<file path="src/rtl/conv_pkg.sv">
// Shared types, default widths and helper functions for the parametrised convolution engine.
package conv_pkg;

  typedef enum logic [2:0] {
    StIdle,
    StFetch,
    StDrain,
    StWrite,
    StDone
  } state_e;

  localparam int unsigned DefPixW   = 9;
  localparam int unsigned DefWgtW   = 8;
  localparam int unsigned DefOutW   = 20;
  localparam int unsigned DefImgW   = 4;
  localparam int unsigned DefImgH   = 4;
  localparam int unsigned DefK      = 3;
  localparam int unsigned DefChIn   = 1;
  localparam int unsigned DefPaddrW = 10;
  localparam int unsigned DefWaddrW = 10;
  localparam int unsigned DefOaddrW = 10;

  function automatic int unsigned clog2(input int unsigned n);
    int unsigned r;
    r = 0;
    for (int unsigned i = 0; i < 32; i++) begin
      if ((64'd1 << i) < 64'(n)) r = i + 1;
    end
    return r;
  endfunction

  // Counter width: a count of 1 still needs one bit to hold zero.
  function automatic int unsigned cnt_w(input int unsigned n);
    return (clog2(n) == 0) ? 1 : clog2(n);
  endfunction

  // Optional ReLU followed by clamping to a signed out_w-bit range.
  function automatic logic signed [63:0] sat_relu(input logic signed [63:0] v,
                                                  input int unsigned out_w,
                                                  input logic relu);
    logic signed [63:0] hi;
    logic signed [63:0] lo;
    logic signed [63:0] r;
    hi = (64'sd1 <<< (out_w - 1)) - 64'sd1;
    lo = -(64'sd1 <<< (out_w - 1));
    r  = (relu && (v < 64'sd0)) ? 64'sd0 : v;
    if (r > hi) r = hi;
    else if (r < lo) r = lo;
    return r;
  endfunction

endpackage

</file>
<file path="src/rtl/conv_mac.sv">
// Signed multiply-accumulate with clear/enable; result passes through ReLU and saturation.
module conv_mac
  import conv_pkg::*;
#(
  parameter int unsigned PIX_W = DefPixW,
  parameter int unsigned WGT_W = DefWgtW,
  parameter int unsigned ACC_W = 22,
  parameter int unsigned OUT_W = DefOutW
) (
  input  logic             clk,
  input  logic             reset,
  input  logic             clr,
  input  logic             en,
  input  logic [PIX_W-1:0] pixel,
  input  logic [WGT_W-1:0] weight,
  input  logic             relu,
  output logic [OUT_W-1:0] result
);

  localparam int unsigned ProdW = PIX_W + 1 + WGT_W;

  logic signed [ProdW-1:0] prod;
  logic signed [ACC_W-1:0] acc_q;

  always_comb begin
    // Pixel is unsigned: zero-extend by one bit before the signed multiply.
    prod   = ProdW'($signed({1'b0, pixel})) * ProdW'($signed(weight));
    result = OUT_W'(sat_relu(64'(acc_q), OUT_W, relu));
  end

  always_ff @(posedge clk or negedge reset) begin
    if (!reset) begin
      acc_q <= '0;
    end else if (clr) begin
      acc_q <= '0;
    end else if (en) begin
      acc_q <= acc_q + ACC_W'(prod);
    end
  end

endmodule

</file>
<file path="src/rtl/conv_engine_param.sv">
// KxK valid convolution over CH_IN channels: SRAM fetch sequencing, MAC pipeline, result write-back.
module conv_engine_param
  import conv_pkg::*;
#(
  parameter int unsigned PIX_W   = DefPixW,
  parameter int unsigned WGT_W   = DefWgtW,
  parameter int unsigned OUT_W   = DefOutW,
  parameter int unsigned IMG_W   = DefImgW,
  parameter int unsigned IMG_H   = DefImgH,
  parameter int unsigned K       = DefK,
  parameter int unsigned CH_IN   = DefChIn,
  parameter int unsigned PADDR_W = DefPaddrW,
  parameter int unsigned WADDR_W = DefWaddrW,
  parameter int unsigned OADDR_W = DefOaddrW
) (
  input  logic               clk,
  input  logic               reset,
  input  logic               start,
  input  logic               relu_en,
  output logic               busy,
  output logic               finish,
  output logic               pixel_req,
  output logic [PADDR_W-1:0] pixel_addr,
  input  logic [PIX_W-1:0]   pixel,
  output logic               weight_req,
  output logic [WADDR_W-1:0] weight_addr,
  input  logic [WGT_W-1:0]   weight,
  output logic               output_req,
  output logic [OADDR_W-1:0] output_addr,
  output logic [OUT_W-1:0]   output_data
);

  localparam int unsigned OutX = IMG_W - K + 1;
  localparam int unsigned OutY = IMG_H - K + 1;
  localparam int unsigned Taps = K * K * CH_IN;
  localparam int unsigned AccW = PIX_W + WGT_W + 1 + clog2(Taps);
  localparam int unsigned KW   = cnt_w(K);
  localparam int unsigned CW   = cnt_w(CH_IN);
  localparam int unsigned XW   = cnt_w(OutX);
  localparam int unsigned YW   = cnt_w(OutY);

  state_e state_q, state_d;

  logic [KW-1:0] kx_q, ky_q;
  logic [CW-1:0] c_q;
  logic [XW-1:0] ox_q;
  logic [YW-1:0] oy_q;
  logic          relu_q;
  logic          rd_q;

  logic [PADDR_W-1:0] pa_q, pa_c;
  logic [WADDR_W-1:0] wa_q, wa_c;
  logic [OADDR_W-1:0] oa_q, oa_c;
  logic [OUT_W-1:0]   od_q, mac_result;
  logic [31:0]        pa_full, wa_full, oa_full;

  logic kx_last, ky_last, c_last, tap_last, ox_last, oy_last, out_last;
  logic accept, mac_clr;

  always_comb begin
    kx_last  = (kx_q == KW'(K - 1));
    ky_last  = (ky_q == KW'(K - 1));
    c_last   = (c_q == CW'(CH_IN - 1));
    tap_last = kx_last && ky_last && c_last;
    ox_last  = (ox_q == XW'(OutX - 1));
    oy_last  = (oy_q == YW'(OutY - 1));
    out_last = ox_last && oy_last;
    accept   = (state_q == StIdle) && start;
    mac_clr  = accept || (state_q == StWrite);

    pa_full = 32'(c_q) * 32'(IMG_W * IMG_H) + (32'(oy_q) + 32'(ky_q)) * 32'(IMG_W)
              + 32'(ox_q) + 32'(kx_q);
    wa_full = 32'(c_q) * 32'(K * K) + 32'(ky_q) * 32'(K) + 32'(kx_q);
    oa_full = 32'(oy_q) * 32'(OutX) + 32'(ox_q);
    pa_c    = pa_full[PADDR_W-1:0];
    wa_c    = wa_full[WADDR_W-1:0];
    oa_c    = oa_full[OADDR_W-1:0];
  end

  always_comb begin
    state_d = state_q;
    unique case (state_q)
      StIdle:  if (start) state_d = StFetch;
      StFetch: if (tap_last) state_d = StDrain;
      StDrain: state_d = StWrite;
      StWrite: state_d = out_last ? StDone : StFetch;
      StDone:  state_d = StIdle;
      default: state_d = StIdle;
    endcase
  end

  always_comb begin
    busy        = (state_q == StFetch) || (state_q == StDrain) || (state_q == StWrite);
    finish      = (state_q == StDone);
    pixel_req   = (state_q == StFetch);
    weight_req  = (state_q == StFetch);
    output_req  = (state_q == StWrite);
    // Addresses and data are live in their active state and hold the last value otherwise.
    pixel_addr  = pixel_req ? pa_c : pa_q;
    weight_addr = weight_req ? wa_c : wa_q;
    output_addr = output_req ? oa_c : oa_q;
    output_data = output_req ? mac_result : od_q;
  end

  always_ff @(posedge clk or negedge reset) begin
    if (!reset) begin
      state_q <= StIdle;
      rd_q    <= 1'b0;
      pa_q    <= '0;
      wa_q    <= '0;
      oa_q    <= '0;
      od_q    <= '0;
    end else begin
      state_q <= state_d;
      rd_q    <= pixel_req;
      if (pixel_req) begin
        pa_q <= pa_c;
        wa_q <= wa_c;
      end
      if (output_req) begin
        oa_q <= oa_c;
        od_q <= mac_result;
      end
    end
  end

  always_ff @(posedge clk or negedge reset) begin
    if (!reset) begin
      kx_q   <= '0;
      ky_q   <= '0;
      c_q    <= '0;
      ox_q   <= '0;
      oy_q   <= '0;
      relu_q <= 1'b0;
    end else begin
      case (state_q)
        StIdle: begin
          if (start) begin
            kx_q   <= '0;
            ky_q   <= '0;
            c_q    <= '0;
            ox_q   <= '0;
            oy_q   <= '0;
            relu_q <= relu_en;
          end
        end
        StFetch: begin
          if (kx_last) begin
            kx_q <= '0;
            if (ky_last) begin
              ky_q <= '0;
              c_q  <= c_last ? '0 : c_q + 1'b1;
            end else begin
              ky_q <= ky_q + 1'b1;
            end
          end else begin
            kx_q <= kx_q + 1'b1;
          end
        end
        StWrite: begin
          if (ox_last) begin
            ox_q <= '0;
            oy_q <= oy_last ? '0 : oy_q + 1'b1;
          end else begin
            ox_q <= ox_q + 1'b1;
          end
        end
        default: ;
      endcase
    end
  end

  conv_mac #(
    .PIX_W(PIX_W),
    .WGT_W(WGT_W),
    .ACC_W(AccW),
    .OUT_W(OUT_W)
  ) u_mac (
    .clk   (clk),
    .reset (reset),
    .clr   (mac_clr),
    .en    (rd_q),
    .pixel (pixel),
    .weight(weight),
    .relu  (relu_q),
    .result(mac_result)
  );

endmodule
</file>
<file path="config.mk">
export PLATFORM = sky130hd
export DESIGN_NAME = conv_engine_param
export DESIGN_NICKNAME = d
export VERILOG_FILES = /design/src/rtl/conv_pkg.sv /design/src/rtl/conv_mac.sv /design/src/rtl/conv_engine_param.sv
export SDC_FILE = /design/constraint.sdc
export NUM_CORES = 1
export LEC_CHECK = 0
export CORE_ASPECT_RATIO = 0.9
export CORE_MARGIN = 2
export CORE_UTILIZATION = 40
export DETAILED_ROUTE_END_ITERATION = 16
export HOLD_SLACK_MARGIN = 0.1
export SYNTH_ARGS = -nofsm -noshare
export SYNTH_HDL_FRONTEND = slang
export SYNTH_SLANG_ARGS = --single-unit
</file>
<file path="constraint.sdc">
create_clock -name clk -period 4.7 [get_ports clk]
set_clock_uncertainty 0.2 [all_clocks]
set_input_delay 0.94 -clock clk [delete_from_list [all_inputs] [get_ports clk]]
set_output_delay 0.94 -clock clk [all_outputs]
set_load 0.005 [all_outputs]
</file>
Yosys cells after proc, flatten, opt, wreduce, memory -nomap -nowiden
Index checks and enable logic that the tools add are counted.
{"block": "word_totals", "wordCells": 92, "output_inout_bits": 55, "ff_bits": 84, "in_bits": 21}
{"block": "classes", "mul": 3, "eq_ne": 11, "add_sub_neg": 13, "n_bitwise": 1, "n_mux": 29, "n_lt_le_gt_ge": 3, "reduce_logical": 19}
{"cell": "$gt 64x20->1 const B", "n": 1}
{"cell": "$lt 64x20->1 const B", "n": 1}
{"cell": "$mux 64", "n": 1}
{"cell": "$mux 20", "n": 3}
{"cell": "$mux 22", "n": 2}
{"cell": "$mux 10", "n": 3}
{"cell": "$add 22x18->22", "n": 1}
{"cell": "$lt 22x1->1 const B", "n": 1}
{"cell": "$mul 10x8->18", "n": 1}
{"cell": "$pmux 3 s4", "n": 1}
{"cell": "$mux 3", "n": 3}
{"cell": "$add 7x2->8", "n": 1}
{"cell": "$mux 2", "n": 4}
{"cell": "$ne 2x1->1 const B", "n": 4}
{"cell": "$pmux 2 s2", "n": 2}
{"cell": "$reduce_and 2->1", "n": 4}
{"cell": "$add 6x1->7", "n": 1}
{"cell": "$add 6x2->7", "n": 1}
{"cell": "$mux 1", "n": 7}
{"cell": "$add 5x4->6", "n": 1}
{"cell": "$add 5x5->6", "n": 1}
{"cell": "$eq 3x2->1 const B", "n": 2}
{"cell": "$pmux 1 s2", "n": 3}
{"cell": "$reduce_and 3->1", "n": 2}
{"cell": "other kinds (16)", "n": 28}

Depth between registers and ports, before layout
Gate-level depths: netlist of the first run.
{"block": "logic_depth", "word_depth": 7, "mapped_depth": 19, "depth_no_buf": 18}

Cells and area by module
From an unflattened synthesis of the first run, not the netlist that was laid out.
{"block": "unflattened", "cells_unflattened": 663, "hier_area_um2": 6866.6}
{"module": "conv_mac", "cells_each": 462, "seq_area_each_um2": 550.5, "instances": 1, "area_per_inst_um2": 4291.6}
{"module": "conv_engine_param", "cells_each": 201, "seq_area_each_um2": 1526.5, "instances": 1, "area_per_inst_um2": 2575.0}

Worst setup path before layout of the first run
Ideal clock, no wire load.
{"block": "synth_path", "path_kind": "input-to-reg", "startpoint": "input weight[1]", "endpoint": "register u_mac.acc_q[16]", "path_buffers": 1, "required_ns": 4.413, "t_arrival_ns": 5.195, "setup_ns": 0.087, "cell_stages": 19, "path_slack_ns": -0.782, "path_cell_list": "clkbuf_1 -> nand2_1 -> fa_1 -> inv_1 -> fa_1 -> ha_1 -> inv_1 -> fa_1 -> inv_1 -> ha_1 -> ha_1 -> inv_1 -> fa_1 -> and2b_1 -> o2111ai_1 -> a21o_1 -> nor2b_4 -> or4_1 -> o211ai_1"}
{"block": "synth_between", "elab_chain_cells": 4}
{"element": "start, declared", "line_no": "conv_engine_param.sv:27", "rtl": "input logic [WGT_W-1:0] weight,"}
{"element": "$mul 10x8->18", "line_no": "conv_mac.sv:27", "rtl": "prod = ProdW'($signed({1'b0, pixel})) * ProdW'($signed(weight));"}
{"element": "$add 22x18->22", "line_no": "conv_mac.sv:37", "rtl": "acc_q <= acc_q + ACC_W'(prod);"}
{"element": "$mux 22", "line_no": "conv_mac.sv:36", "rtl": "end else if (en) begin"}
{"element": "$mux 22", "line_no": "conv_mac.sv:34", "rtl": "end else if (clr) begin"}
{"element": "end signal, assigned", "line_no": "conv_mac.sv:37"}
{"element": "end, declared", "line_no": "conv_mac.sv:23", "rtl": "logic signed [ACC_W-1:0] acc_q;"}
No other way between the ends. The select of a mux whose other input is x is not followed.
A chain may end at the register's enable or synchronous reset.

Worst setup path after layout of the first run
{"block": "layout_path", "startpoint": "input weight[4]", "endpoint": "register u_mac.acc_q[17]"}
The elaborated chain is that of the path after synthesis.

==> reports/metrics.cfg, run 1 <==
[global_routing]
antenna_found_initial=0
grt_pass1_vias=5600
grt_pass1_wl_um=27600
grt_util_met2_pct=30.7
grt_max_degree=84
grt-busiest-layer=met2
grt_usage_pct=18.7
globalRouteOverflowTotal=0
grtUsageMet3_pct=2.69
use_met1_pct=27.0

[setup_path]
cpMostUsedCell=fa_1
crit_fanout=6
critPathLaunchType=input port
crit_type=in -> reg
worst_ep_arrival_time_ps=5060
critPathRequiredTime_ps=4730
slowest_stage=fa_1
cpPeakStageDelay_ps=570
path_buf_inv=1
worstSetupEndpointType=flip-flop
path_delay_family=adder cells
critical_path.cell_chain=buf_4 > and2_1 > fa_2 > fa_1 > fa_1 > fa_1 > fa_2 > ha_4 > a21o_1 > a31o_4 > o21ai_4 > nand3_2 > or3_1 > o2111a_1

[sta]
fmax_mhz=199
holdWs_ps=274
fin_tns_setup_ps=-2570
rsz0062_at_grt=true
slew_headroom_pct=30.4
hold_viol=0
report.final.setup_viol=13
setup_ws_ps=-328
period_share_pct=107
maxSlewViolCount=0
fin_crit_ps=5030
worst_slew_pin_slew_ps=1040

[detailed_routing]
vias_per_cell=5.07
drcViolationCount=0
num_vias=5440
wl_um=16000
firstDrtPassIters=4
antenna_left=0
routedWlPerCell_um=14.9
drt_iter0_drc=275

[finish]
syn_to_final_growth_pct=34.7
drive_above_1_share_pct=23.5
multiInputGateArea_um2=4770
nNetsFinal=1016
fillCellCount=1452
num_antenna_cells=0
register_area_um2=2080

[placed_design]
pre_cts_slack_ps=-1320
numPortBuffers=75
gp_congestion=0.862
dp_hpwl_um=12300

[worst_hold_path]
hold_class=reg -> reg

[die]
die_width_um=141
initial_core_util_pct=40.6
die-area_um2=18100
placeableCoreArea_um2=16800
die_y_um=128
pin_count=76
rows=45

[synth]
dominantRegCellSynth=dfrtp_1
synth_top_cells_by_area=dfrtp_1, fa_1, ha_1
synth_seq_area_share_pct=30.5
syn-num-nets=870
ys_ff_latch=83
synth_warnings=0
synthArstFlopShare_pct=100
synth_most_common_cell=dfrtp_1
synth_top_area_share_pct=30.5
synth_edf_count=0
synthCells=712
yosys.area.top_type=dfrtp_1
yosys-top-cells-count=dfrtp_1, inv_1, ha_1
ys_types=58
avgSynthCellArea_um2=9.56
syn_area_um2=6810

[clocking]
cts_tree=done
numClockSinks=83
clk_pin_slew_ps=70
clock_latency_ps=340
clk_path_buf_depth=2
numCtsBuffers=9
cts_root_buf=clkbuf_16
cts.htree.levels=3

[outcome]
status=finished with violations
failed_checks=negative setup slack

[run]
cap_violations=0

==> routing by layer <==
metal | vias to the layer above | wire length (um)
met2 | 78 | 7730
met3 | 14 | 436
met4 | 0 | 138
li1 | 2633 | -
met1 | 2715 | 7730
met5 | - | 0
==> final timing paths <==
| check | startpoint | to | slack (ps) | cells past startpoint |
|---|---|---|---|---|
| min in group asynchronous | reset | pa_q[1]$_DFF_PN0_ | 580 | 1 |
| setup reg to reg | u_mac.acc_q[4]$_DFFE_PN0P_ | u_mac.acc_q[16]$_DFFE_PN0P_ | 70 | 18 |
| setup / recovery | weight[4] | u_mac.acc_q[17]$_DFFE_PN0P_ | -330 | 14 |
| hold / removal | pa_q[1]$_DFF_PN0_ | pa_q[1]$_DFF_PN0_ | 270 | 2 |
| hold reg to reg | pa_q[1]$_DFF_PN0_ | pa_q[1]$_DFF_PN0_ | 270 | 2 |
| max in group asynchronous | reset | u_mac.acc_q[4]$_DFFE_PN0P_ | 3040 | 1 |
==> area by class of cell <==
cell class	instances	area share (%)
multi-input combinational	524	52.0
sequential	83	22.7
timing repair buffer	159	15.6
inverter	81	3.45
tap	211	2.88
clock buffer	10	2.61
clock inverter	6	0.792
==> tightest hold or removal path, delay by kind of cell (launching register included) <==
family | cells | cell delay, ps
flip-flops | 1 | 320
AND/OR/NAND/NOR | 2 | 110
==> placed cells by master, fill, tap and decap left out, drive strengths merged, types with 7 or more instances in the layout <==
cell type / Yosys / routed
ha: 78 / 78
inv: 80 / 82
xor2: 7 / 7
clkbuf: 14 / 11
o21ai: 25 / 25
dfrtp: 83 / 83
a21o: 8 / 8
clkdlybuf4s50: 0 / 57
a21oi: 41 / 41
and2: 46 / 46
nor2: 75 / 75
fa: 59 / 59
buf: 10 / 100
nand2: 71 / 71
nand3: 17 / 17
xnor2: 10 / 10
nor2b: 11 / 11
mux2i: 13 / 13
==> registers in the layout, indices dropped and copies added, names as in the netlist <==
signal       flops
state_q          3
od_q            20
rd_q             1
oa_q            10
ox_last          1
ky_q             2
u_mac.acc_q     22
kx_q             2
relu_q           1
pa_q            10
oy_last          1
wa_q            10
==> through the flow <==
stage,instance area [um^2],utilization (%),std cells
global route,9170,54.6,1074
floorplan,7020,-,712
detailed placement,8420,50.2,1046
CTS,9060,54.0,1072
finish,9170,54.6,1074
global placement,8420,50.2,1046
==> logic make-up after synthesis <==
kind of cell / count (synthesis) / synth area share [%]
simple gates: 251 / 17.6
fa+ha+maj: 137 / 31.7
buf+inv: 105 / 6.25
compound gates: 104 / 9.47
flops: 83 / 30.5
xor+xnor: 17 / 2.19
mux: 15 / 2.24
==> what timing repair did <==
item	in CTS	in global routing
hold buffers	0	0
endpoints found under the setup margin	16	14
pin swaps	49	19
gates resized for setup	147	22
setup buffers	10	4
Power of run 1 is left out: the tool's default activity adds up to more than one toggle a clock period on the data nets, which glitch-free logic cannot reach.
==> inputs of run 2 (changes only) <==
CTS_CLUSTER_DIAMETER = 40   (was default)
==> results of run 2 <==
The final DEF is identical to that of run 1; final timing and power are the same.
Power of run 2 is left out for the same reason.
==> inputs of run 3 (changes only) <==
ABC_AREA = 1   (was default)
==> run 3 against run 2 <==
Against the previous run: the flow still finishes with violations (negative setup slack); first-iteration DRC count down 16%; die area up 1.8%; critical path depth increased by 5; register-to-register slack better by 320 ps; sequential share of layout area increased by 0.32 points; maximum frequency is 4.2% higher; utilization fell by 1.1 points; design area down 1.4%; synthesized cell count up 17%; critical path type unchanged.
==> reports/metrics.cfg, run 3 <==
[global_routing]
antenna_found_initial=0  ; unchanged
grt_pass1_wl_um=27700  ; +0.60%
grt_usage_pct=18.9  ; +0.21 points
globalRouteOverflowTotal=0  ; unchanged
grt_pass1_vias=5592  ; -0.14%
grt_max_degree=55  ; -35%

[synth]
synth_top_area_share_pct=30.0  ; -0.55 points
synth_top_cells_by_area=dfrtp_1, fa_1, ha_1
yosys.area.top_type=dfrtp_1
ys_types=37  ; -36%
synth_edf_count=0  ; unchanged
syn_area_um2=6930  ; +1.8%
synth_warnings=0  ; unchanged
dominantRegCellSynth=dfrtp_1
synthCells=834  ; +17%
synthArstFlopShare_pct=100  ; unchanged
synth_most_common_cell=nand2_1
syn-num-nets=992  ; +14%
ys_ff_latch=83  ; unchanged
avgSynthCellArea_um2=8.31  ; -13%
yosys-top-cells-count=nand2_1, inv_1, dfrtp_1
synth_seq_area_share_pct=30.0  ; -0.55 points

[clocking]
clk_path_buf_depth=2  ; unchanged
clock_latency_ps=340  ; about the same
cts_hold_buf=0  ; unchanged
cts_tree=done
numClockSinks=83  ; unchanged
cts_root_buf=clkbuf_16
numCtsBuffers=9  ; unchanged
clk_pin_slew_ps=60  ; about the same
cts.htree.levels=3  ; unchanged

[finish]
nNetsFinal=1115  ; +9.7%
syn_to_final_growth_pct=30.5
final_common_cell=nand2_1
drive_above_1_share_pct=19.9  ; -3.7 points
layout_common_cells=nand2_1, inv_1, dfrtp_1, ha_1, clkdlybuf4s50_1
num_antenna_cells=0  ; unchanged
regMostFlops=u_mac.acc_q
largest_reg_flops=22  ; unchanged
fillCellCount=1615  ; +11%
fin_util_pct=53.5  ; -1.1 points
reg_top3=u_mac.acc_q (22), od_q (20)

[sta]
period_share_pct=103  ; -4.4 points
fin_crit_ps=4820  ; -205 ps
setup_ws_ps=-123  ; +205 ps
slew_headroom_pct=45.8  ; +15 points
fmax_mhz=207  ; +4.2%
worst_slew_pin_slew_ps=814  ; -231 ps
hold_viol=0  ; unchanged
report.final.setup_viol=11  ; -2
rsz0062_at_grt=true
fin_tns_setup_ps=-880  ; +1690 ps
maxSlewViolCount=0  ; unchanged

[worst_hold_path]
hold_class=reg -> reg
hold_end=wa_q[7]$_DFF_PN0_
worstHoldPathCells=2  ; unchanged
hold_start=wa_q[7]$_DFF_PN0_

[outcome]
failed_checks=negative setup slack
status=finished with violations

[setup_path]
rr_endpoint=u_mac.acc_q[21]$_DFFE_PN0P_
worstSetupEndpointType=flip-flop
crit_fanout=5  ; -1
critPathRequiredTime_ps=4730  ; about the same
worst_ep_arrival_time_ps=4860  ; -200 ps
reg2reg_depth=19  ; +1
rr_startpoint=u_mac.acc_q[6]$_DFFE_PN0P_
rrSetupSlack_ps=390  ; +320 ps
critPathLaunchType=input port
cp-startpoint=weight[7]
crit_type=in -> reg

[placed_design]
pre_cts_slack_ps=-980  ; +336 ps
gp_congestion=0.861  ; -0.20%
numPortBuffers=75  ; unchanged
dp_hpwl_um=12700  ; +3.4%

[die]
die_y_um=129  ; +0.88%
initial_core_util_pct=41.0  ; +0.46 points
die-area_um2=18400  ; +1.8%
pin_count=76  ; unchanged
rows=45  ; unchanged
die_width_um=143  ; +0.88%
placeableCoreArea_um2=16900  ; +0.67%

[detailed_routing]
antenna_left=0  ; unchanged
num_vias=5587  ; +2.7%
wl_met1_um=8160  ; +5.5%
wl_met3_um=540  ; +24%
vias_per_cell=4.76  ; -6.0%
drcViolationCount=0  ; unchanged
drt_iter0_drc=230  ; -16%
wl_um=16200  ; +1.1%
routedWlPerCell_um=13.8  ; -7.4%
wl_met2_um=7470  ; -3.4%
firstDrtPassIters=4  ; unchanged
top_layer=met4

[run]
cap_violations=0  ; unchanged

[pwr]
p_leak_nw=4.76
peakVddDrop_mv=0.498
power-per-cell-area_nw_per_um2=835

[run 3: cell type report]
class | count | area (um^2) | share of cell area [%]
Clock buffer | 10 | 229 | 2.53
Clock inverter | 6 | 47.5 | 0.526
Inverter | 157 | 604 | 6.69
Multi-Input combinational cell | 566 | 4520 | 50.0
Sequential cell | 83 | 2080 | 23.0
Tap cell | 211 | 264 | 2.92
Timing Repair Buffer | 140 | 1300 | 14.4
[run 3: how the worst max path moves through the flow]
stage                                        to  depth (start not counted)
floorplan           u_mac.acc_q[16]$_DFFE_PN0P_                         18
global placement    u_mac.acc_q[14]$_DFFE_PN0P_                         17
detailed placement  u_mac.acc_q[18]$_DFFE_PN0P_                         19
CTS                 u_mac.acc_q[20]$_DFFE_PN0P_                         19
global route        u_mac.acc_q[21]$_DFFE_PN0P_                         21
finish              u_mac.acc_q[21]$_DFFE_PN0P_                         19
[run 3: worst max-delay path, stage by stage]
cell and delay (ps):
buf_8 90, clkinv_8 50, or2_4 230, fa_1 490, fa_1 510, inv_2 40
fa_1 540, fa_1 420, fa_1 480, ha_4 350, nand2_4 60, nor2_1 120
nand3_1 100, nand3_2 140, nand2_2 70, nand2_1 50, nand2_1 50, nand3_1 60
nand2_1 50
[run 3: cell families (layout without fill, tap and decap cells)]
family,count (synthesis),in the layout,share of synthesized area (%)
buf+inv,185,313,10.6
compound gates,81,81,6.32
xor+xnor,11,11,1.39
fa+ha+maj,137,137,31.1
simple gates,336,336,20.4
flops,83,83,30.0
mux,1,1,0.163
[run 3: through the flow]
step | power [mW] | hold slack, ps | cells | cell area, um^2
6_report | 7.55 | 260 | 1173 | 9040
5_1_grt | 8.28 | 287 | 1173 | 9040
4_1_cts | 7.31 | 267 | 1172 | 8960
3_5_place_dp | 5.90 | 250 | 1142 | 8270
3_3_place_gp | 5.87 | 243 | 1142 | 8270
2_1_floorplan | 4.18 | 250 | 834 | 7030
[run 3: metal layers]
metal	vias up	track usage [%]
li1	2823	-
met1	2666	28.0
met2	92	30.1
met3	6	2.75
met4	0	3.03
met5	-	0
[run 3: report_power, final]
group          total, mW  internal [mW]  switching [mW]
combinational       5.77           2.72            3.05
clock              0.655          0.362           0.294
sequential          1.13          0.971           0.160
total               7.55           4.05            3.50
[run 3: repair_timing]
| action | in CTS | in global routing |
|---|---|---|
| buffers inserted | 14 | 1 |
| pin swaps | 44 | 23 |
| endpoints found under the setup margin | 16 | 15 |
| endpoints found under the hold margin | 0 | 0 |
| gates resized for setup | 116 | 41 |
No activity file was read; power rests on OpenSTA's default activity.
==> edit 1, RTL diff (flow settings as in run 1) <==
Make the reset (`reset`) synchronous in 3 clocked blocks.
--- a/src/rtl/conv_mac.sv
+++ b/src/rtl/conv_mac.sv
@@ -28,7 +28,7 @@
     result = OUT_W'(sat_relu(64'(acc_q), OUT_W, relu));
   end
 
-  always_ff @(posedge clk or negedge reset) begin
+  always_ff @(posedge clk) begin
     if (!reset) begin
       acc_q <= '0;
     end else if (clr) begin
--- a/src/rtl/conv_engine_param.sv
+++ b/src/rtl/conv_engine_param.sv
@@ -102,7 +102,7 @@
     output_data = output_req ? mac_result : od_q;
   end
 
-  always_ff @(posedge clk or negedge reset) begin
+  always_ff @(posedge clk) begin
     if (!reset) begin
       state_q <= StIdle;
       rd_q    <= 1'b0;
@@ -124,7 +124,7 @@
     end
   end
 
-  always_ff @(posedge clk or negedge reset) begin
+  always_ff @(posedge clk) begin
     if (!reset) begin
       kx_q   <= '0;
       ky_q   <= '0;
Formal check against the unedited RTL: differs if reset is asserted again (counterexample within 4 cycles, from zero or initial values and one cycle with reset low); with reset held inactive, the same outputs for 10 cycles.
==> edit 1 against run 1 <==
The flow still finishes with violations (negative setup slack); synthesized area fell by 1.7%; cell area fell by 2.1%; critical endpoint is now u_mac.acc_q[14]; sequential cell count did not move; via count rose by 1.4%; setup slack got worse by 0.19 ns; core utilization rose by 0.61 points; wire length fell by 4.7%; maximum frequency fell by 3.7%.
==> edit 1: results (changes against run 1) <==
metric;value;unit;change
Vias;5515;;+1.4%
register area share after synthesis;24.8;%;-5.7 points
Fin Hold WS;0.275;ns;+0.000645 ns
Hold Path Origin;pa_q[8];;
setup bufs post-CTS;7;;-3
Slew @ Worst Pin;1.15;ns;+0.106 ns
Final setup viols;13;;unchanged
Hold Path End;pa_q[8];;
met2 wire len;7.45;mm;-3.7%
Metal-1 WL;7.11;mm;-8.0%
share of cells above drive strength 1;21.3;%;-2.2 points
DR WL/cell;13.8;µm;-7.6%
Synth async-reset ratio;0;%;-100 points
worst hold path cell count;1;;-1
final setup margin;-0.523;ns;-0.195 ns
CP endpoint;u_mac.acc_q[14];;
status;finished, violations left;;
final setup TNS;-4.27;ns;-1.70 ns
syn nets;921;;+5.9%
Synth top cells by count;88 x and2_1, 83 x dfxtp_1, 79 x ha_1;;
met2 Use GR;30.2;%;-0.51 points
GRT Overall Usage;17.9;%;-0.78 points
Top FF cell, synth;dfxtp_1;;
violated checks;negative setup slack;;
Reg2Reg Setup Slack;-0.02;ns;-0.09 ns
worst r2r path cells;16;;-2
met3 Usage GRT;2.98;%;+0.29 points
dpl ws;-1.40;ns;-0.0844 ns
synth unique cells;52;;-10%
largest net degree at the start of global routing;62;;-26%
DRT iter0 DRCs;231;;-16%
Post-CTS Resized;129;;-12%
==> edit 1: cell types whose count changed in the layout (fill, tap and decap cells not counted), sizes merged, moves of 4 or more <==
cell / change
dfrtp: -83
dfxtp: +83
and2: +42
and3: +16
buf: -11
a21oi: -6
nand2: +6
nand3: -6
a31oi: +5
inv: -5
nor2b: -5
clkinv: +4
o21ai: +4
xnor2: +4
==> edit 1: cells by family after synthesis <==
family	share of synthesized area [%]
xor+xnor	2.88
fa+ha+maj	32.4
flops	24.8
compound gates	9.24
mux	2.09
buf+inv	6.30
simple gates	22.2
==> edit 1: power breakdown <==
part / leakage [nW] / internal [mW] / switching (mW)
logic: 3.32 / 1.69 / 1.61
clock network: 0.148 / 0.426 / 0.289
registers: 0.670 / 0.732 / 0.0323
==> edit 1: cell type report <==
class	instances	area (µm²)
Sequential cell	83	1660
Multi-Input combinational cell	572	5100
Tap cell	207	259
Clock inverter	6	65.1
Fill cell	1436	7270
Timing Repair Buffer	151	1350
Inverter	78	298
Clock buffer	10	239
==> edit 2, RTL diff (settings of run 1) <==
Without the edit above. Change the package constant `DefWgtW` from 8 to 16.
--- a/src/rtl/conv_pkg.sv
+++ b/src/rtl/conv_pkg.sv
@@ -10,7 +10,7 @@
   } state_e;
 
   localparam int unsigned DefPixW   = 9;
-  localparam int unsigned DefWgtW   = 8;
+  localparam int unsigned DefWgtW   = 16;
   localparam int unsigned DefOutW   = 20;
   localparam int unsigned DefImgW   = 4;
   localparam int unsigned DefImgH   = 4;
Interface: changed (resized weight); port bits go from 76 to 84. The function was not compared with the original's and may differ.
==> edit 2 against run 1 <==
The flow still finishes with violations (negative setup slack); cell area increased by 57%; sequential cell count increased by 8; sequential share of layout area decreased by 6.8 points; wire length increased by 59%; synthesized area increased by 53%; setup slack got worse by 0.66 ns; critical endpoint is now u_mac.acc_q[24]; synthesized cell count increased by 60%; critical path type unchanged; non-clock buffer count increased by 121.
Power is left out: the tool's default activity adds up to more than one toggle a clock period on the data nets, which glitch-free logic cannot reach.
==> edit 2: results (changes against run 1) <==
metric;value;unit;change
Largest regs;u_mac.acc_q: 30 flops, od_q: 20 flops;;
Final setup viols;23;;+10
synth unique cells;52;;-10%
DRT iter0 DRCs;311;;+13%
post-detail-place hpwl;19.7;mm;+61%
Hold Path Origin;pa_q[0];;
DR WL/cell;14.6;µm;-2.3%
GRT Overall Usage;19.2;%;+0.51 points
Worst EP arrival;5.70;ns;+0.64 ns
Fill cells;2301;;+58%
post-synth top area share;30.7;%;+0.16 points
xor/xnor share of the synthesized area;2.60;%;+0.41 points
RR Startpoint;u_mac.acc_q[6];;
vias in the first global route;8543;;+53%
final setup margin;-0.985;ns;-0.657 ns
Synth Area in Compound Gates;9.35;%;-0.12 points
status;finished, violations left;;
final setup TNS;-16.93;ns;-14.35 ns
largest net degree at the start of global routing;68;;-19%
Vias;8313;;+53%
Post-Synth Adder-Cell Area;40.1;%;+8.4 points
worst r2r path cells;17;;-1
violated checks;negative setup slack;;
mux cell area share after synthesis;0.216;%;-2.0 points
IO buf count;83;;+11%
Slew @ Worst Pin;0.855;ns;-0.190 ns
leading post-synthesis cells by cell area;fa_1 31%, dfrtp_1 22%, ha_1 9.5%;;
Hold Path End;pa_q[0];;
Critical Path Source;pixel[3];;
CP endpoint;u_mac.acc_q[24];;
first-pass GRT wire length;42.1;mm;+53%
Max FO, Critical Path;3;;-3
[edit 2: cell types whose count changed after synthesis, moves of 12 or more]
| cell | run 1 | this run |
|---|---|---|
| and2_1 | 46 | 87 |
| nand2_1 | 71 | 157 |
| fa_1 | 59 | 160 |
| a22o_1 | 1 | 13 |
| o21ai_0 | 20 | 36 |
| mux2i_1 | 13 | 0 |
| nor2_1 | 74 | 37 |
| clkbuf_1 | 13 | 37 |
| inv_1 | 79 | 258 |
| xnor2_1 | 10 | 23 |
[edit 2: repair_timing]
action / CTS / global route
pin swaps: 121 / 88
hold endpoints to repair: 0 / 0
endpoints found under the setup margin: 25 / 24
cloned: 4 / 1
setup buffers: 50 / 10
resized for setup: 173 / 81
[edit 2: area by class of cell]
class | instances | share of cell area [%]
Clock inverter | 4 | 0.174
Inverter | 260 | 6.82
Multi-Input combinational cell | 749 | 54.1
Sequential cell | 91 | 15.8
Tap cell | 348 | 3.03
Clock buffer | 12 | 1.78
Timing Repair Buffer | 280 | 18.2
[edit 2: per-stage QoR]
step,std cells,area (µm²),hold WS [ns],setup slack [ns]
2_1_floorplan,1140,11000,0.262,-0.906
3_3_place_gp,1667,13000,0.256,-1.83
3_5_place_dp,1667,13000,0.261,-1.89
4_1_cts,1736,14100,0.275,-1.05
5_1_grt,1744,14400,0.293,-1.13
6_report,1744,14400,0.276,-0.985
[edit 2: per-layer routing]
metal | track usage [%] | vias up | wire [µm]
met5 | 0 | - | 0
met2 | 33.6 | 104 | 13000
met4 | 3.88 | 0 | 342
met3 | 2.27 | 25 | 757
li1 | - | 3997 | -
met1 | 25.9 | 4187 | 11300
